===== src/rtl/axi_lite_master_if.sv =====
// Command/response port plus the five AXI4-Lite channels of the single-outstanding master.
// Signal prefixes are written from the master's point of view.
interface axi_lite_master_if #(
  parameter int ADDR_WIDTH = 32
);
  logic                  i_cmd_valid;
  logic                  o_cmd_ready;
  logic                  i_cmd_wr;
  logic [ADDR_WIDTH-1:0] i_cmd_addr;
  logic [31:0]           i_cmd_wdata;
  logic [3:0]            i_cmd_wstrb;
  logic                  o_rsp_valid;
  logic                  i_rsp_ready;
  logic                  o_rsp_wr;
  logic [1:0]            o_rsp_resp;
  logic [31:0]           o_rsp_data;
  logic                  o_awvalid;
  logic [ADDR_WIDTH-1:0] o_awaddr;
  logic                  i_awready;
  logic                  o_wvalid;
  logic                  i_wready;
  logic [31:0]           o_wdata;
  logic [3:0]            o_wstrb;
  logic                  i_bvalid;
  logic                  o_bready;
  logic [1:0]            i_bresp;
  logic                  o_arvalid;
  logic                  i_arready;
  logic [ADDR_WIDTH-1:0] o_araddr;
  logic                  i_rvalid;
  logic                  o_rready;
  logic [1:0]            i_rresp;
  logic [31:0]           i_rdata;

  modport master (
    input  i_cmd_valid, i_cmd_wr, i_cmd_addr, i_cmd_wdata, i_cmd_wstrb, i_rsp_ready,
    input  i_awready, i_wready, i_bvalid, i_bresp, i_arready, i_rvalid, i_rresp, i_rdata,
    output o_cmd_ready, o_rsp_valid, o_rsp_wr, o_rsp_resp, o_rsp_data,
    output o_awvalid, o_awaddr, o_wvalid, o_wdata, o_wstrb, o_bready,
    output o_arvalid, o_araddr, o_rready
  );

  modport slave (
    output i_cmd_valid, i_cmd_wr, i_cmd_addr, i_cmd_wdata, i_cmd_wstrb, i_rsp_ready,
    output i_awready, i_wready, i_bvalid, i_bresp, i_arready, i_rvalid, i_rresp, i_rdata,
    input  o_cmd_ready, o_rsp_valid, o_rsp_wr, o_rsp_resp, o_rsp_data,
    input  o_awvalid, o_awaddr, o_wvalid, o_wdata, o_wstrb, o_bready,
    input  o_arvalid, o_araddr, o_rready
  );
endinterface


===== src/rtl/axi_lite_master.sv =====
// Single-outstanding AXI4-Lite master: one command in, one AXI transaction out, one response back.
// Every output is a register; the combinational process computes the next value of each.
module axi_lite_master #(
  parameter int ADDR_WIDTH = 32
) (
  input logic              i_axi_clk,
  input logic              i_axi_rst,
  axi_lite_master_if.master bus
);

  typedef enum logic [2:0] {IDLE, WR_REQ, WR_RESP, RD_REQ, RD_DATA, RSP} state_t;

  state_t                state, state_d;
  logic                  cmd_ready_d, rsp_valid_d, rsp_wr_d;
  logic                  awvalid_d, wvalid_d, bready_d, arvalid_d, rready_d;
  logic [ADDR_WIDTH-1:0] awaddr_d, araddr_d;
  logic [31:0]           wdata_d, rsp_data_d;
  logic [3:0]            wstrb_d;
  logic [1:0]            rsp_resp_d;

  always_comb begin
    state_d     = state;
    rsp_valid_d = bus.o_rsp_valid;
    rsp_wr_d    = bus.o_rsp_wr;
    rsp_resp_d  = bus.o_rsp_resp;
    rsp_data_d  = bus.o_rsp_data;
    awvalid_d   = bus.o_awvalid;
    wvalid_d    = bus.o_wvalid;
    bready_d    = bus.o_bready;
    arvalid_d   = bus.o_arvalid;
    rready_d    = bus.o_rready;
    awaddr_d    = bus.o_awaddr;
    araddr_d    = bus.o_araddr;
    wdata_d     = bus.o_wdata;
    wstrb_d     = bus.o_wstrb;

    case (state)
      IDLE: begin
        if (bus.i_cmd_valid && bus.o_cmd_ready) begin
          if (bus.i_cmd_wr) begin
            awaddr_d  = bus.i_cmd_addr;
            wdata_d   = bus.i_cmd_wdata;
            wstrb_d   = bus.i_cmd_wstrb;
            awvalid_d = 1'b1;
            wvalid_d  = 1'b1;
            state_d   = WR_REQ;
          end else begin
            araddr_d  = bus.i_cmd_addr;
            arvalid_d = 1'b1;
            state_d   = RD_REQ;
          end
        end
      end
      WR_REQ: begin
        // AW and W retire independently; the B phase starts once neither is still pending.
        if (bus.o_awvalid && bus.i_awready) awvalid_d = 1'b0;
        if (bus.o_wvalid && bus.i_wready)   wvalid_d  = 1'b0;
        if (!awvalid_d && !wvalid_d) begin
          bready_d = 1'b1;
          state_d  = WR_RESP;
        end
      end
      WR_RESP: begin
        if (bus.i_bvalid && bus.o_bready) begin
          rsp_resp_d  = bus.i_bresp;
          rsp_wr_d    = 1'b1;
          rsp_data_d  = 32'h0;
          bready_d    = 1'b0;
          rsp_valid_d = 1'b1;
          state_d     = RSP;
        end
      end
      RD_REQ: begin
        if (bus.o_arvalid && bus.i_arready) begin
          arvalid_d = 1'b0;
          rready_d  = 1'b1;
          state_d   = RD_DATA;
        end
      end
      RD_DATA: begin
        if (bus.i_rvalid && bus.o_rready) begin
          rsp_resp_d  = bus.i_rresp;
          rsp_data_d  = bus.i_rdata;
          rsp_wr_d    = 1'b0;
          rready_d    = 1'b0;
          rsp_valid_d = 1'b1;
          state_d     = RSP;
        end
      end
      RSP: begin
        if (bus.i_rsp_ready) begin
          rsp_valid_d = 1'b0;
          state_d     = IDLE;
        end
      end
      default: state_d = IDLE;
    endcase

    cmd_ready_d = (state_d == IDLE);
  end

  always_ff @(posedge i_axi_clk) begin
    if (i_axi_rst) begin
      state           <= IDLE;
      bus.o_cmd_ready <= 1'b1;
      bus.o_rsp_valid <= 1'b0;
      bus.o_rsp_wr    <= 1'b0;
      bus.o_rsp_resp  <= 2'b00;
      bus.o_rsp_data  <= 32'h0;
      bus.o_awvalid   <= 1'b0;
      bus.o_wvalid    <= 1'b0;
      bus.o_bready    <= 1'b0;
      bus.o_arvalid   <= 1'b0;
      bus.o_rready    <= 1'b0;
      bus.o_awaddr    <= '0;
      bus.o_araddr    <= '0;
      bus.o_wdata     <= 32'h0;
      bus.o_wstrb     <= 4'h0;
    end else begin
      state           <= state_d;
      bus.o_cmd_ready <= cmd_ready_d;
      bus.o_rsp_valid <= rsp_valid_d;
      bus.o_rsp_wr    <= rsp_wr_d;
      bus.o_rsp_resp  <= rsp_resp_d;
      bus.o_rsp_data  <= rsp_data_d;
      bus.o_awvalid   <= awvalid_d;
      bus.o_wvalid    <= wvalid_d;
      bus.o_bready    <= bready_d;
      bus.o_arvalid   <= arvalid_d;
      bus.o_rready    <= rready_d;
      bus.o_awaddr    <= awaddr_d;
      bus.o_araddr    <= araddr_d;
      bus.o_wdata     <= wdata_d;
      bus.o_wstrb     <= wstrb_d;
    end
  end

endmodule


===== src/flat_wrapper.sv =====
// flat-port wrapper written by rule: the top's interface ports become plain ports
module axi_lite_master_flat 
#(
  parameter int ADDR_WIDTH = 32
)
  (i_axi_clk, i_axi_rst, bus_i_cmd_valid, bus_i_cmd_wr, bus_i_cmd_addr, bus_i_cmd_wdata, bus_i_cmd_wstrb, bus_i_rsp_ready, bus_i_awready, bus_i_wready, bus_i_bvalid, bus_i_bresp, bus_i_arready, bus_i_rvalid, bus_i_rresp, bus_i_rdata, bus_o_cmd_ready, bus_o_rsp_valid, bus_o_rsp_wr, bus_o_rsp_resp, bus_o_rsp_data, bus_o_awvalid, bus_o_awaddr, bus_o_wvalid, bus_o_wdata, bus_o_wstrb, bus_o_bready, bus_o_arvalid, bus_o_araddr, bus_o_rready);
  axi_lite_master_if #(.ADDR_WIDTH(ADDR_WIDTH)) bus_i ();
  input logic i_axi_clk;
  input logic i_axi_rst;
  input wire logic [$bits(bus_i.i_cmd_valid)-1:0] bus_i_cmd_valid;
  input wire logic [$bits(bus_i.i_cmd_wr)-1:0] bus_i_cmd_wr;
  input wire logic [$bits(bus_i.i_cmd_addr)-1:0] bus_i_cmd_addr;
  input wire logic [$bits(bus_i.i_cmd_wdata)-1:0] bus_i_cmd_wdata;
  input wire logic [$bits(bus_i.i_cmd_wstrb)-1:0] bus_i_cmd_wstrb;
  input wire logic [$bits(bus_i.i_rsp_ready)-1:0] bus_i_rsp_ready;
  input wire logic [$bits(bus_i.i_awready)-1:0] bus_i_awready;
  input wire logic [$bits(bus_i.i_wready)-1:0] bus_i_wready;
  input wire logic [$bits(bus_i.i_bvalid)-1:0] bus_i_bvalid;
  input wire logic [$bits(bus_i.i_bresp)-1:0] bus_i_bresp;
  input wire logic [$bits(bus_i.i_arready)-1:0] bus_i_arready;
  input wire logic [$bits(bus_i.i_rvalid)-1:0] bus_i_rvalid;
  input wire logic [$bits(bus_i.i_rresp)-1:0] bus_i_rresp;
  input wire logic [$bits(bus_i.i_rdata)-1:0] bus_i_rdata;
  output wire logic [$bits(bus_i.o_cmd_ready)-1:0] bus_o_cmd_ready;
  output wire logic [$bits(bus_i.o_rsp_valid)-1:0] bus_o_rsp_valid;
  output wire logic [$bits(bus_i.o_rsp_wr)-1:0] bus_o_rsp_wr;
  output wire logic [$bits(bus_i.o_rsp_resp)-1:0] bus_o_rsp_resp;
  output wire logic [$bits(bus_i.o_rsp_data)-1:0] bus_o_rsp_data;
  output wire logic [$bits(bus_i.o_awvalid)-1:0] bus_o_awvalid;
  output wire logic [$bits(bus_i.o_awaddr)-1:0] bus_o_awaddr;
  output wire logic [$bits(bus_i.o_wvalid)-1:0] bus_o_wvalid;
  output wire logic [$bits(bus_i.o_wdata)-1:0] bus_o_wdata;
  output wire logic [$bits(bus_i.o_wstrb)-1:0] bus_o_wstrb;
  output wire logic [$bits(bus_i.o_bready)-1:0] bus_o_bready;
  output wire logic [$bits(bus_i.o_arvalid)-1:0] bus_o_arvalid;
  output wire logic [$bits(bus_i.o_araddr)-1:0] bus_o_araddr;
  output wire logic [$bits(bus_i.o_rready)-1:0] bus_o_rready;
  assign bus_i.i_cmd_valid = bus_i_cmd_valid;
  assign bus_i.i_cmd_wr = bus_i_cmd_wr;
  assign bus_i.i_cmd_addr = bus_i_cmd_addr;
  assign bus_i.i_cmd_wdata = bus_i_cmd_wdata;
  assign bus_i.i_cmd_wstrb = bus_i_cmd_wstrb;
  assign bus_i.i_rsp_ready = bus_i_rsp_ready;
  assign bus_i.i_awready = bus_i_awready;
  assign bus_i.i_wready = bus_i_wready;
  assign bus_i.i_bvalid = bus_i_bvalid;
  assign bus_i.i_bresp = bus_i_bresp;
  assign bus_i.i_arready = bus_i_arready;
  assign bus_i.i_rvalid = bus_i_rvalid;
  assign bus_i.i_rresp = bus_i_rresp;
  assign bus_i.i_rdata = bus_i_rdata;
  assign bus_o_cmd_ready = bus_i.o_cmd_ready;
  assign bus_o_rsp_valid = bus_i.o_rsp_valid;
  assign bus_o_rsp_wr = bus_i.o_rsp_wr;
  assign bus_o_rsp_resp = bus_i.o_rsp_resp;
  assign bus_o_rsp_data = bus_i.o_rsp_data;
  assign bus_o_awvalid = bus_i.o_awvalid;
  assign bus_o_awaddr = bus_i.o_awaddr;
  assign bus_o_wvalid = bus_i.o_wvalid;
  assign bus_o_wdata = bus_i.o_wdata;
  assign bus_o_wstrb = bus_i.o_wstrb;
  assign bus_o_bready = bus_i.o_bready;
  assign bus_o_arvalid = bus_i.o_arvalid;
  assign bus_o_araddr = bus_i.o_araddr;
  assign bus_o_rready = bus_i.o_rready;
  axi_lite_master #(.ADDR_WIDTH(ADDR_WIDTH)) u_core (.i_axi_clk(i_axi_clk), .i_axi_rst(i_axi_rst), .bus(bus_i));
endmodule

===== config.mk =====
export PLATFORM = sky130hd
export DESIGN_NAME = axi_lite_master_flat
export DESIGN_NICKNAME = d
export VERILOG_FILES = /design/src/rtl/axi_lite_master_if.sv /design/src/rtl/axi_lite_master.sv /design/src/flat_wrapper.sv
export SDC_FILE = /design/constraint.sdc
export NUM_CORES = 1
export LEC_CHECK = 0
export ABC_AREA = 1
export BUFFER_PORTS_ARGS = -buffer_cell sky130_fd_sc_hd__buf_2
export CORE_ASPECT_RATIO = 0.75
export CORE_MARGIN = 2
export CORE_UTILIZATION = 49
export DETAILED_ROUTE_END_ITERATION = 12
export PLACE_DENSITY_LB_ADDON = 0.2
export REMOVE_ABC_BUFFERS = 1
export SLEW_MARGIN = 20
export SYNTH_ARGS = -nofsm -noshare
export SYNTH_HDL_FRONTEND = slang
export SYNTH_SLANG_ARGS = --single-unit

===== constraint.sdc =====
create_clock -name i_axi_clk -period 3.1 [get_ports i_axi_clk]
set_clock_uncertainty 0.15 [all_clocks]
set_input_delay 0.31 -clock i_axi_clk [delete_from_list [all_inputs] [get_ports i_axi_clk]]
set_output_delay 0.31 -clock i_axi_clk [all_outputs]
set_load 0.05 [all_outputs]

---- After elaboration in Yosys (flattened, before gate mapping) ----
Index checks and enable logic that the tools add are counted.
storage, ports and cells
  register bits after elaboration ......... 145
  output and inout port bits .............. 142
operators by class
  equality and inequality tests ........... 13
  mux-type cells .......................... 37
  bitwise logic cells ..................... 1
  reductions and logical operators ........ 25
operators by type and width
  operator                                                         number
  32-bit 2-to-1 mux                                                2
  32-bit case mux with 2 select lines                              1
  3-bit 2-to-1 mux                                                 6
  3-bit case mux with 6 select lines                               1
  3-bit AND reduction                                              6
  1-bit 2-to-1 mux                                                 16
  1-bit case mux with 2 select lines                               6
  2-bit by 1-bit != test with 1-bit output, second input constant  5
  2-bit nonzero test                                               5
  4-bit AND reduction                                              2
  1-bit logical AND                                                7
  3-bit by 2-bit == test with 1-bit output, second input constant  2
  3-bit == test, second input constant                             2
  3-bit logical NOT                                                2
  2-bit 2-to-1 mux                                                 3
  2-bit != test, second input constant                             3
  2-bit case mux with 2 select lines                               1
  3-bit by 1-bit == test with 1-bit output, second input constant  1
  1-bit case mux with 3 select lines                               1
  3-bit nonzero test                                               1
  1-bit logical NOT                                                2
  1-bit inverter                                                   1

---- Longest topological paths before layout ----
Gate-level depths: netlist of run 1.
  depth in word-level cells ............... 8
  mapped depth ............................ 9

---- Worst setup path before layout of run 1 ----
No wires, ideal clock.
  path kind ............................... reg-to-reg
  from .................................... reg u_core.bus.o_cmd_ready
  to ...................................... reg u_core.bus.o_wdata[15]
  library setup time ...................... 116 ps
  arrival time ............................ 1540 ps
  data required time ...................... 2834 ps
  setup slack ............................. 1294 ps
  stages on the path, launching flop included .. 9
  buffers on the path ..................... 2
  period minus slack after synthesis ...... 1806 ps
  cell sequence ........................... dfxtp_1 -> nand2_1 -> nand3b_4 -> nor2_4 -> inv_2 -> buf_6 -> buf_6 -> nor2_1 -> nor2_1
on the way
  word-level cells in the longest chain between the ends .. 2
RTL lines
  item                           line                      RTL
  start, declared                axi_lite_master_if.sv:38  output o_cmd_ready, o_rsp_valid, o_rsp_wr, o_rsp_resp, o_rsp_data,
  start signal, assigned         axi_lite_master.sv:121    bus.o_cmd_ready <= cmd_ready_d;
  1-bit logical AND              axi_lite_master.sv:39     if (bus.i_cmd_valid && bus.o_cmd_ready) begin
  3-bit AND reduction (no line)  n/a
  end signal, assigned           axi_lite_master.sv:133    bus.o_wdata <= wdata_d;
  end, declared                  axi_lite_master_if.sv:39  output o_awvalid, o_awaddr, o_wvalid, o_wdata, o_wstrb, o_bready,
No other way between the ends.
A chain may end at the register's enable or synchronous reset.

==> reports/metrics.yaml, run 1 <==
outcome:
  status: "finished, final reports clean"
route:
  first_pass_iters: 5
  vias: 5828
  wirelength_um: 16400
  drtIter0Drc: 424
  wire_per_inst_um: 14.2
  via_per_inst: 5.04
  drt.antenna.violating_nets: 0
  drc: 0
clocking:
  clk_pin_slew_worst_paths_ns: 0.06
  cts_tree: "built"
  clock_sinks: 145
  clock_path_buffers: 2
  cts_hold_buf: 78
  cts_buffers: 17
  clk_root_buffer_cell: "clkbuf_16"
  cts_setup_buffers: 0
  clock_latency_ns: 0.41
  ctsResizeCount: 0
  cts_htree_levels: 4
yosys:
  synth_cell_types: 23
  syn_area_um2: 5290
  synth_area_per_cell_um2: 7.71
  ys_warn_count: 0
  synth_cells: 686
  ys_seq_area_share_pct: 54.9
  yosys_register_bits: 145
setup_path:
  reg2reg_depth: 5
  rrSetupSlack_ns: 1.12
  crit_path_start: "i_axi_rst"
  worst_r2r_startpoint: "u_core.state[0]"
  cp.arrival_ns: 2.19
  timing.rr.end: "u_core.bus.o_rsp_data[30]"
  startpoint_type: "input pin"
  worstSetupEndpointType: "flop"
  worstSetupPathType: "input pin to flop"
  path_max_fanout: 48
  required_ns: 3.28
power:
  p_leak_nw: 4.03
  finalPower_w: 0.00652
  max-vdd-ir-drop_mv: 0.461
  power_density_nw_per_um2: 822
floorplan:
  die_h_um: 94.0
  pin_count: 256
  die_x_um: 124
  initial_utilization_pct: 50.8
  coreArea_um2: 10400
  row_count: 32
  dieArea_um2: 11600
min_path:
  hold_path_class: "input pin to flop"
  min_to: "u_core.bus.o_rsp_data[14]"
  hold_path.startpoint: "bus_i_rdata[14]"
  holdPathStages: 3
global_route:
  grt_overflow: 0
  grt_use_met2_pct: 49.2
  globalRouteMet1Util_pct: 31.7
  met3_usage_pct: 7.46
  grt_usage_pct: 28.3
  grt_antenna_before_repair: 0
  top_usage_layer: "met2"
  grt_max_degree: 69
  first_global_vias: 5674
  grt_pass1_wl_um: 26000
sta:
  clock.fmax_ghz: 0.497
  worst_slew_margin_rel_pct: 40.3
  finalCriticalPeriod_ns: 2.01
  fin_ws_ns: 1.09
  fin_setup_tns_ns: 0
  hold_viol: 0
  final-max-slew-violation-count: 0
  worst_slew_pin_slew_ns: 0.895
  whs_ns: 0.00936
  min_period_over_period_pct: 64.9
  finalSetupViolations: 0
  grt_setup_unrepaired: "false"
finish:
  syn_to_final_growth_pct: 50.0
  fillers: 789
  drive_gt1_share_pct: 29.9
  design_area_um2: 7930
  fin_nets: 1119
flow_run:
  cap_violations: 0
placement:
  io_buffers: 255
  dp_hpwl_um: 10100
  gp_congestion: 0.857
  dp_slack_ns: 1.14
  placement.cell_area_um2: 6560
-- synthesized netlist by cell type, drive strengths merged --
master	n	share of area (%)
nand4	3	0.35
clkbuf	15	1.1
o211a	1	0.19
nor2	218	16
a21oi	42	4.0
inv	16	1.1
buf	27	3.5
and2	1	0.12
dfxtp	145	55
nand3	14	1.7
nand3b	1	0.38
o21ai	102	9.7
nand2	101	7.2
-- cells by family after synthesis --
family / share of synthesized area, %
buffers and inverters: 5.68
flip-flops: 54.9
AND/OR/NAND/NOR: 25.6
AO/OA/AOI/OAI: 13.8
-- worst max-delay path, cell delays in order --
cell,delay (ns)
dlygate4sd3_1,0.53
buf_2,0.16
inv_2,0.50
buf_4,0.38
o21ai_0,0.14
nor2_1,0.15
-- area by class of cell --
type	instances	area, um2	area share, %
Multi-Input combinational cell	483	2090	26.3
Tap cell	136	170	2.14
Clock inverter	13	125	1.58
Clock buffer	19	443	5.58
Antenna cell	2	5.00	0.0631
Inverter	16	60.1	0.757
Timing Repair Buffer	342	2140	27.0
Sequential cell	145	2900	36.6
-- layout by cell type, fill, tap and decap left out, types with 2 or more instances in the layout --
cell type      netlist  routed
inv_2                3       4
diode_2              0       2
clkbuf_16            0      17
dlygate4sd3_1        0      80
inv_6                0       5
buf_2               17     255
o21ai_0             91      91
inv_1               13      12
nand2_1            101     101
nand4_1              3       3
o21ai_1             11      11
dfxtp_1            145     145
clkinvlp_4           0       5
nand3_1             12      12
nor2_1             214     214
nor2_4               3       3
buf_4                2       6
a21oi_1             42      42
-- how the worst max path moves through the flow --
stage                                            to  depth (start not counted)
final                        u_core.bus.o_wdata[23]                          6
after global routing      u_core.bus.o_rsp_data[28]                          5
after CTS                  u_core.bus.o_rsp_data[2]                          5
after detailed placement   u_core.bus.o_rsp_data[2]                          5
after global placement    u_core.bus.o_rsp_data[24]                          5
after floorplan              u_core.bus.o_wdata[14]                          6
-- state kept, by name, indices dropped and copies added (netlist names) --
name and cells:
u_core.bus.o_rsp_wr 1, u_core.bus.o_araddr 32, u_core.bus.o_bready 1, u_core.state 3, u_core.bus.o_awaddr 32, u_core.bus.o_rsp_data 32, u_core.bus.o_rready 1, u_core.bus.o_awvalid 1
u_core.bus.o_cmd_ready 1, u_core.bus.o_rsp_valid 1, u_core.bus.o_rsp_resp 2, u_core.bus.o_wvalid 1, u_core.bus.o_wstrb 4, u_core.bus.o_arvalid 1, u_core.bus.o_wdata 32
-- where the power goes --
group | total, W | internal [W] | leakage [nW] | switching (W)
clock network | 0.00194 | 0.00114 | 0.263 | 0.000802
logic | 0.00225 | 0.000540 | 2.58 | 0.00171
registers | 0.00233 | 0.00216 | 1.18 | 0.000166
-- layer usage --
metal  vias to the layer above  share of wire, %
met3                        56               7.0
met2                       253                49
met1                      2680                40
met5                         -                 0
met4                         0               4.0
li1                       2839                 -
-- stage by stage --
stage          utilization, %  std cells
3_5_place_dp             63.0       1042
3_3_place_gp             63.0       1042
4_1_cts                  76.0       1152
2_1_floorplan               -        644
6_report                 76.2       1156
5_1_grt                  76.2       1154
Power figures use the tool's default switching activity.
==> run 2, diff against run 1 <==
CORE_UTILIZATION = 46   (was 49)
clock period = 1.9 ns   (was 3.1 ns; I/O delays follow)
==> run 2 against run 1 <==
  * Sequential power increased by 62%
  * Sequential cell count unchanged
  * Cell area increased by 4.8%
  * Routed wire length rose by 0.18%
  * Non-clock buffer count rose by 33
  * Global-route usage decreased by 2.3 points
  * First-iteration DRC count decreased by 27%
  * Clock-buffer cell count stayed put
  * Hold slack improved by 0.073 ns
  * Critical path type is now flop to flop
  * Largest cell class unchanged
==> reports/metrics.yaml, run 2 (synthesis gave the netlist of run 1 again) <==
clocking:
  ctsResizeCount: 0
  clk_root_buffer_cell: "clkbuf_16"
  clock_latency_ns: 0.40
  clk_pin_slew_worst_paths_ns: 0.06
  clock_path_buffers: 2
  cts_htree_levels: 4
  clock_sinks: 145
  cts_buffers: 17
  cts_tree: "built"
global_route:
  grt_usage_pct: 26.0
  grt_use_met2_pct: 44.9
  first_global_vias: 5526
  grt_max_degree: 99
  grt_pass1_wl_um: 26100
  top_usage_layer: "met2"
  grt_overflow: 0
  globalRouteMet1Util_pct: 30.6
  grt_antenna_before_repair: 0
  met3_usage_pct: 6.14
setup_path:
  worst_r2r_startpoint: "u_core.state[2]"
  path_max_fanout: 43
  crit_path_start: "u_core.state[2]"
  cp_cell_sequence: "inv_2, nand3b_4, nor2_4, inv_2, buf_4, nor2_1, nor2_1"
  endpoint: "u_core.bus.o_wdata[21]"
  crit_buf_inv: 3
  crit_slowest_cell: "dfxtp_1"
  worstSetupPathType: "flop to flop"
  rrSetupSlack_ns: 0.20
  required_ns: 2.09
  slowest_delay_ns: 0.48
  cp.arrival_ns: 1.89
  startpoint_type: "flop"
  timing.rr.end: "u_core.bus.o_wdata[21]"
  cp_top_family: "buffers and inverters"
  worstSetupPathDepth: 7
  reg2reg_depth: 7
  worstSetupEndpointType: "flop"
route:
  drt.antenna.violating_nets: 0
  via_per_inst: 4.82
  drtIter0Drc: 311
  vias: 5735
  drc: 0
  first_pass_iters: 5
  wirelength_um: 16400
  wire_per_inst_um: 13.8
flow_run:
  cap_violations: 0
sta:
  worst_slew_margin_rel_pct: 68.5
  worst_slew_pin_slew_ns: 0.473
  finalSetupViolations: 0
  final-max-slew-violation-count: 0
  hold_viol: 0
  min_period_over_period_pct: 89.4
  grt_setup_unrepaired: "false"
  finalCriticalPeriod_ns: 1.70
  clock.fmax_ghz: 0.589
finish:
  drive_gt1_share_pct: 29.3
  syn_to_final_growth_pct: 57.3
  insertedDiodeCount: 0
  multi_input_area_um2: 2090
  fillers: 822
  fin_util_pct: 75.2
  fin_nets: 1152
  layout_commonest_cell: "buf_2"
  seq_area_um2: 2900
  final_cell_mix: "buf_2, nor2_1, dfxtp_1"
floorplan:
  die_h_um: 96.9
  initial_utilization_pct: 47.8
  coreArea_um2: 11100
  die_x_um: 128
  pin_count: 256
  row_count: 33
  dieArea_um2: 12400
placement:
  dp_hpwl_um: 9500
  gp_congestion: 0.819
  io_buffers: 255
power:
  p_leak_nw: 4.20
  max-vdd-ir-drop_mv: 0.777
  power_density_nw_per_um2: 1320
  finalPower_w: 0.0109
min_path:
  hold_path.startpoint: "bus_i_rsp_ready"
  hold_path_class: "input pin to flop"
outcome:
  status: "finished, final reports clean"
==> run 2: changes by cell type in the layout (fill, tap and decap cells not counted) <==
cell           delta
dlygate4sd3_1    +29
inv_6             -5
clkinv_4          +3
buf_12            +2
buf_4             +2
bufinv_16         +2
clkinv_2          +2
clkinvlp_4        -2
diode_2           -2
==> run 2: worst min-delay path by stage <==
| stage | slack [ns] | cells past startpoint | to |
|---|---|---|---|
| after floorplan | 0.11 | 1 | u_core.bus.o_rready |
| after global placement | 0.26 | 3 | u_core.bus.o_wdata[18] |
| after detailed placement | 0.27 | 3 | u_core.bus.o_wdata[4] |
| after CTS | 0.06 | 6 | u_core.state[2] |
| after global routing | 0.13 | 6 | u_core.state[2] |
| final | 0.08 | 6 | u_core.state[2] |
==> run 2: metal layers <==
metal | vias up | part of all wire (%)
met3 | 39 | 6.0
met4 | 0 | 3.0
li1 | 2902 | -
met5 | - | 0
met1 | 2567 | 42
met2 | 227 | 49
==> run 2: where the power goes <==
group          internal [W]  switching, W
Combinational      0.000968       0.00283
Clock               0.00210       0.00127
Sequential          0.00352      0.000253
Total               0.00659       0.00436
==> run 2: per-stage QoR <==
step | setup WS [ns] | instances | cell area, um2 | setup TNS (ns) | hold WS [ns]
final | 0.201 | 1191 | 8320 | 0 | 0.0827
after detailed placement | 0.254 | 1050 | 6620 | 0 | 0.268
after floorplan | -0.750 | 644 | 5050 | -60.20 | 0.109
after global placement | 0.246 | 1050 | 6620 | 0 | 0.261
after global routing | 0.0628 | 1191 | 8320 | 0 | 0.134
after CTS | 0.216 | 1191 | 8320 | 0 | 0.0642
==> run 2: layout make-up <==
| cell class | count | share of cell area, % |
|---|---|---|
| well taps | 140 | 2.11 |
| clock inverters | 13 | 1.96 |
| multi-input cells | 483 | 25.1 |
| clock buffers | 19 | 5.33 |
| inverters | 16 | 0.722 |
| repair buffers | 375 | 29.9 |
| flip-flops and latches | 145 | 34.9 |
==> run 2: repair_timing <==
| item | 4_1_cts | 5_1_grt |
|---|---|---|
| buffers inserted | 0 | 0 |
| endpoints found under the hold margin | 140 | 0 |
| hold buffers | 109 | 0 |
==> run 2: worst reg2reg max path: cells and delay by family (launching register included) <==
kind,cells,cell delay [ns]
buffers and inverters,3,0.57
and+or+nand+nor,4,0.44
DFF,1,0.48
